--- config.mk ---
export PLATFORM = sky130hd
export DESIGN_NAME = input_conditioner
export DESIGN_NICKNAME = d
export VERILOG_FILES = /design/src/rtl/input_conditioner.sv
export SDC_FILE = /design/constraint.sdc
export NUM_CORES = 1
export LEC_CHECK = 0
export CAP_MARGIN = 20
export CORE_UTILIZATION = 60
export CTS_CLUSTER_DIAMETER = 40
export DETAILED_ROUTE_END_ITERATION = 8
export PLACE_DENSITY = 0.78
export SYNTH_ARGS = -nofsm -noshare
export SYNTH_HDL_FRONTEND = slang
export SYNTH_SLANG_ARGS = --single-unit
--- constraint.sdc ---
create_clock -name clk -period 2.56 [get_ports clk]
set_input_delay 0.256 -clock clk [delete_from_list [all_inputs] [get_ports clk]]
set_output_delay 0.256 -clock clk [all_outputs]
set_load 0.01 [all_outputs]
--- src/rtl/input_conditioner.sv ---
// rtl/input_conditioner.sv - 2-flop sync, debounce FSM and rise/fall strobes per channel
// Optional auto-repeat of rise strobes is built when BTN_REPEAT_EN is defined.
module input_conditioner #(
  parameter int N_CH            = 8,
  parameter int DEBOUNCE_CYCLES = 50000,
  parameter int REPEAT_DELAY    = 25000000,
  parameter int REPEAT_PERIOD   = 5000000,
  parameter logic [N_CH-1:0] REPEAT_MASK = 8'h0F
) (
  input  logic            clk,
  input  logic            rst,
  input  logic [N_CH-1:0] raw_in,
  output logic [N_CH-1:0] level,
  output logic [N_CH-1:0] rise,
  output logic [N_CH-1:0] fall,
  output logic            any_rise
);

  localparam int MAX_AB  = (DEBOUNCE_CYCLES > REPEAT_DELAY) ? DEBOUNCE_CYCLES : REPEAT_DELAY;
  localparam int MAX_CNT = (MAX_AB > REPEAT_PERIOD) ? MAX_AB : REPEAT_PERIOD;
  localparam int CNT_W   = $clog2(MAX_CNT) + 1;

  localparam logic [1:0] ST_IDLE         = 2'd0;
  localparam logic [1:0] ST_PRESS_WAIT   = 2'd1;
  localparam logic [1:0] ST_HELD         = 2'd2;
  localparam logic [1:0] ST_RELEASE_WAIT = 2'd3;

  localparam logic [CNT_W-1:0] DB_LAST = CNT_W'(DEBOUNCE_CYCLES - 1);

  logic [N_CH-1:0] sync_a;
  logic [N_CH-1:0] s;

  always_ff @(posedge clk) begin
    if (rst) begin
      sync_a <= '0;
      s      <= '0;
    end else begin
      sync_a <= raw_in;
      s      <= sync_a;
    end
  end

  assign any_rise = |rise;

`ifndef BTN_REPEAT_EN
  logic unused_mask;
  assign unused_mask = ^REPEAT_MASK;
`endif

  for (genvar i = 0; i < N_CH; i++) begin : g_ch
    logic [1:0]       state;
    logic [CNT_W-1:0] cnt;
    logic             lvl_q;
    logic             rise_q;
    logic             fall_q;
    logic             rep_fire;

    assign level[i] = lvl_q;
    assign rise[i]  = rise_q;
    assign fall[i]  = fall_q;

`ifdef BTN_REPEAT_EN
    localparam bit REP_ON = REPEAT_MASK[i];
    logic [CNT_W-1:0] tmr;
    logic             repeating;
    logic [CNT_W-1:0] tmr_limit;

    // First repeat waits REPEAT_DELAY from accept, later ones REPEAT_PERIOD apart.
    assign tmr_limit = repeating ? CNT_W'(REPEAT_PERIOD - 1) : CNT_W'(REPEAT_DELAY - 1);
    assign rep_fire  = REP_ON && (state == ST_HELD || state == ST_RELEASE_WAIT)
                       && (tmr == tmr_limit);

    always_ff @(posedge clk) begin
      if (rst) begin
        tmr       <= '0;
        repeating <= 1'b0;
      end else if (state == ST_PRESS_WAIT && s[i] && cnt == DB_LAST) begin
        tmr       <= '0;
        repeating <= 1'b0;
      end else if (REP_ON && (state == ST_HELD || state == ST_RELEASE_WAIT)) begin
        if (rep_fire) begin
          tmr       <= '0;
          repeating <= 1'b1;
        end else begin
          tmr <= tmr + 1'b1;
        end
      end
    end
`else
    assign rep_fire = 1'b0;
`endif

    always_ff @(posedge clk) begin
      if (rst) begin
        state  <= ST_IDLE;
        cnt    <= '0;
        lvl_q  <= 1'b0;
        rise_q <= 1'b0;
        fall_q <= 1'b0;
      end else begin
        rise_q <= 1'b0;
        fall_q <= 1'b0;
        case (state)
          ST_IDLE: begin
            if (s[i]) begin
              state <= ST_PRESS_WAIT;
              cnt   <= CNT_W'(1);
            end
          end
          ST_PRESS_WAIT: begin
            if (!s[i]) begin
              state <= ST_IDLE;
              cnt   <= '0;
            end else if (cnt == DB_LAST) begin
              state  <= ST_HELD;
              cnt    <= '0;
              lvl_q  <= 1'b1;
              rise_q <= 1'b1;
            end else begin
              cnt <= cnt + 1'b1;
            end
          end
          ST_HELD: begin
            if (!s[i]) begin
              state <= ST_RELEASE_WAIT;
              cnt   <= CNT_W'(1);
            end
            if (rep_fire) rise_q <= 1'b1;
          end
          default: begin
            // A repeat strobe is dropped only when the release is accepted this cycle.
            if (s[i]) begin
              state <= ST_HELD;
              cnt   <= '0;
              if (rep_fire) rise_q <= 1'b1;
            end else if (cnt == DB_LAST) begin
              state  <= ST_IDLE;
              cnt    <= '0;
              lvl_q  <= 1'b0;
              fall_q <= 1'b1;
            end else begin
              cnt <= cnt + 1'b1;
              if (rep_fire) rise_q <= 1'b1;
            end
          end
        endcase
      end
    end
  end

endmodule

**Word level (Yosys, flattened, before mapping)**

Index checks and enable logic that the tools add are counted.
Widths: inputs -> output; s select.

- Register bits after elaboration: 264
- Input port bits: 10
- Output and inout bits: 25
- Word-level logic and storage cells: 355

- $add $sub $neg: 8
- Equality and inequality tests: 64
- Multiplexer cells: 152
- Bitwise operators: 24
- Reduce and logical (&&, ||, !) cells: 65

Operators by type and width:

| operator | number |
|---|---|
| $mux 26 | 40 |
| $pmux 26 s3 | 8 |
| $add 26x1->26 const B | 8 |
| $eq 26x16->1 const B | 8 |
| $mux 2 | 48 |
| $reduce_and 4->1 | 16 |
| $ne 2x2->1 const B | 24 |
| $pmux 2 s3 | 8 |
| $mux 1 | 40 |
| $reduce_or 5->1 | 8 |
| $reduce_bool 4->1 | 8 |
| $ne 3x3->1 const B | 8 |
| $not 1->1 | 24 |
| $reduce_or 3->1 | 8 |
| $eq 2x1->1 const B | 8 |
| $eq 2x2->1 const B | 8 |
| $logic_not 2->1 | 8 |
| $ne 2x1->1 const B | 8 |
| $pmux 1 s2 | 8 |
| $reduce_and 2->1 | 8 |
| $reduce_or 2->1 | 8 |
| $reduce_or 8->1 | 1 |

**Logic depth before layout (Yosys ltp)**

- Depth after elaboration: 4
- Depth in mapped cells: 9
- Depth with buffers taken out: 7

**Worst setup path after synthesis**

No wires, ideal clock.

- Path type: register -> register
- Start: register g_ch[7].state[0]
- End: register g_ch[7].cnt[14]
- Library setup time: 0.071 ns
- Arrival: 2.281 ns
- Data required time: 2.489 ns
- Slack: 0.208 ns
- Stages on the path, launching flop included: 8
- Buffers on the path: 0
- Clock period less this slack: 2.352 ns
- Cell sequence: dfxtp_1 > inv_1 > ha_1 > mux2i_2 > nand2_1 > or4_1 > or4b_2 > a21oi_1

- Word-level cells in the longest chain between the ends: 3
- Elaborated cells on any way between the ends: 7
- Classes of those cells: eq/ne (4); mux (1); reduce/logical (2)

Ends and longest elaborated chain:

| element | line | RTL |
|---|---|---|
| start, declared | 51 | `logic [1:0] state;` |
| start signal, assigned | 95 | `state <= ST_IDLE;` |
| start signal, assigned | 106 | `state <= ST_PRESS_WAIT;` |
| start signal, assigned | 112 | `state <= ST_IDLE;` |
| $eq 2x2->1 / $logic_not 2->1 (equally long branches) | 103 | `case (state)` |
| $ne 2x2->1 (no source line) | n/a |  |
| $reduce_and 2->1 (no source line) | n/a |  |
| end signal, assigned | 120 | `cnt <= cnt + 1'b1;` |
| end signal, assigned | 142 | `cnt <= cnt + 1'b1;` |
| end, declared | 52 | `logic [CNT_W-1:0] cnt;` |

Parallel ways exist; a longest one is shown, timed or not.
A chain may end at the register's enable or synchronous reset.

**Worst setup path after layout**

- Start: register g_ch[1].rise_q
- End: output any_rise

- Word-level cells in the longest chain between the ends: 1

Ends and longest elaborated chain:

| element | line | RTL |
|---|---|---|
| start, declared | 54 | `logic rise_q;` |
| start signal, assigned | 98 | `rise_q <= 1'b0;` |
| start signal, assigned | 101 | `rise_q <= 1'b0;` |
| start signal, assigned | 118 | `rise_q <= 1'b1;` |
| $reduce_or 8->1 | 43 | `assign any_rise = \|rise;` |
| end, declared | 16 | `output logic any_rise` |

Every way passes these cells.

==> results_dict.tcl <==
set metrics [dict create \
    grt_start_max_net_pins 50 \
    avgSynthCellArea_um2 8.31 \
    ys_seq_area_share_pct 37.6 \
    cts.clk_slew.worst_paths_ns 0.06 \
    yosysTopAreaCell "dfxtp_1" \
    fmax_mhz 421 \
    die_area_um2 24000 \
    switching_share_pct 22.1 \
    ys_types 71 \
    final-setup-viol-count 0 \
    wire_per_inst_um 15.6 \
    yosysWarnings 0 \
    netlist.area_leader.share_pct 37.6 \
    slew_headroom_pct 55.7 \
    syn_area_um2 14100 \
    antenna_cells 0 \
    fp.coreArea_um2 22800 \
    placementRows 55 \
    vias 12600 \
    drive_gt1_share_pct 8.67 \
    crit_chain "nor4_1 -> nand2_1 -> clkdlybuf4s50_1" \
    clock_skew_ns 0.0108 \
    cts_tree "built" \
    crit_path_end_kind "output pin" \
    postRouteAntennaNets 0 \
    final_nets 1783 \
    clockBufferDepth 3 \
    num_io_pins 35 \
    slew_viol_final 0 \
    grt_pass1_vias 11700 \
    rsz0062_at_grt "false" \
    wl_um 32300 \
    root_buffer "clkbuf_16" \
    startpoint_type "flop" \
    drc 0 \
    cp.arrival_ns 2.12 \
    ys_ff_latch 264 \
    start_util_pct 61.7 \
    grt-ovfl-total 0 \
    drt-pass1-iter-count 5 \
    final-hold-violation-count 0 \
    cts_sinks 264 \
    async_flop_share_pct 0 \
    whs_ns 0.173 \
    grt_pass1_wl_um 54400 \
    n_fill_cell 1827 \
    die_y_um 155 \
    p_switching_uw 2190 \
    period_share_pct 92.8 \
    antenna_found_initial 0 \
    synth-edff-count 0 \
    place_congestion 0.902 \
    drv_cap 0 \
    final_core_util_pct 70.7 \
    p_clk_share_pct 54.8 \
    ys_top_cells_by_area "dfxtp_1 38%, nor2_1 5.7%, xnor2_1 4.4%" \
    clock_latency_ns 0.51 \
    syn_nets 1750 \
    syn_inst 1692 \
    setup_tns_ns 0 \
    required_ns 2.30 \
    routed_via_density 6.11 \
    p_seq_share_pct 42.1 \
    cts_setup_buffers 0 \
    place_hpwl_um 22200 \
    peakVddDrop_mv 0.625 \
    layout_min_cycle_time_ns 2.38 \
    yosysMostFrequentCell "dfxtp_1" \
    fp.dieW_um 155 \
    critPathMaxStageDelay_ns 0.62 \
    p_per_area_nw_per_um2 616 \
    io_buffers 34 \
    cp_max_fo 2 \
    dominantRegCellSynth "dfxtp_1" \
    grtUsageTotal_pct 26.6 \
    cts_buffers 39 \
    worst_pin_slew_ns 0.658 \
    h-tree-depth 2 \
    synthTopCellsByCount "264 x dfxtp_1, 213 x nor2_1, 129 x nand2_1, 98 x nand4_1, 72 x nand3_1" \
    p_int_uw 7730 \
    cpMaxStageDelayCell "nor4_1" \
    status "complete, no violations" \
    p_comb_share_pct 3.2 \
    drt_iter0_drc 641 \
    worstSetupPathType "flop to output pin" \
    holdCritPathClass "primary input to flop" \
    power.leakage_uw 0.00537 \
    syn_to_final_growth_pct 14.6 \
]
-- power by group through the flow --
stage / combinational, uW / clock [uW] / sequential, uW
floorplan: 202 / 0 / 4240
global placement: 302 / 0 / 4260
CTS: 310 / 5520 / 4170
detailed placement: 309 / 0 / 4260
global route: 343 / 5720 / 4170
finish: 313 / 5440 / 4170
-- cell usage in the layout, fill, tap and decap left out, types with 46 or more instances in the layout --
cell / instances
xor2_1: 59
nand4_1: 98
a21oi_1: 62
nand2_1: 129
buf_4: 47
nand3_1: 72
nor3_1: 56
xnor2_1: 71
nor2_1: 213
ha_1: 48
nor4_1: 68
dfxtp_1: 264
inv_1: 46
-- worst max-delay path: cells and delay by family, from the launching register on --
kind                   cells  cell delay (ns)
and+or+nand+nor            2             0.74
DFF                        1             0.37
buffers and inverters      1             0.50
-- cell type report --
| type | count | area, um2 | area share (%) |
|---|---|---|---|
| repair buffers | 83 | 743 | 4.61 |
| clock inverters | 20 | 245 | 1.52 |
| multi-input cells | 1291 | 8170 | 50.7 |
| inverters | 46 | 173 | 1.07 |
| flip-flops and latches | 264 | 5290 | 32.8 |
| well taps | 313 | 392 | 2.43 |
| clock buffers | 50 | 1100 | 6.83 |
-- final timing paths --
| path | start | to | slack (ns) | cells after the start |
|---|---|---|---|---|
| setup / recovery | g_ch[1].rise_q$_SDFF_PP0_ | any_rise | 0.18 | 3 |
| hold reg to reg | sync_a[4]$_SDFF_PP0_ | s[4]$_SDFF_PP0_ | 0.43 | 1 |
| hold / removal | rst | g_ch[3].lvl_q$_SDFFE_PP0P_ | 0.17 | 2 |
| setup reg to reg | g_ch[7].state[0]$_SDFFE_PP0P_ | g_ch[7].cnt[14]$_SDFFE_PP0P_ | 0.19 | 7 |
-- registers in the layout, summed over array words and instances, names as in the netlist, named ones only --
register,flops
g_ch.cnt,208
g_ch.fall_q,8
g_ch.rise_q,8
sync_a,8
s,8
g_ch.lvl_q,8
g_ch.state,8
-- logic make-up after synthesis --
logic type | synth area share, %
compound gates | 9.67
mux | 3.22
buf+inv | 4.34
simple gates | 32.8
xor+xnor | 8.10
flops | 37.6
fa+ha+maj | 4.27
-- through the flow --
stage	std cells	setup slack [ns]	instance area, um2	total power [uW]
3_3_place_gp	1997	0.225	14800	4560
2_1_floorplan	1692	0.208	14100	4440
6_report	2067	0.185	16100	9920
4_1_cts	2067	0.148	16100	10000
5_1_grt	2067	0.0464	16100	10200
3_5_place_dp	1997	0.160	14800	4570
-- routing by layer --
layer | routed length [um] | vias up | part of all wire, % | track usage [%]
met3 | 1800 | 60 | 5.6 | 3.65
met5 | 0 | - | 0 | 0
met2 | 15300 | 403 | 47 | 45.2
met1 | 14500 | 5961 | 45 | 34.7
li1 | - | 6208 | - | -
met4 | 671 | 0 | 2.1 | 9.05
-- what timing repair did --
action                     CTS  global route
resized for setup            0             1
hold buffers                 0             0
setup endpoints to repair    0             1
Power figures use the tool's default switching activity.
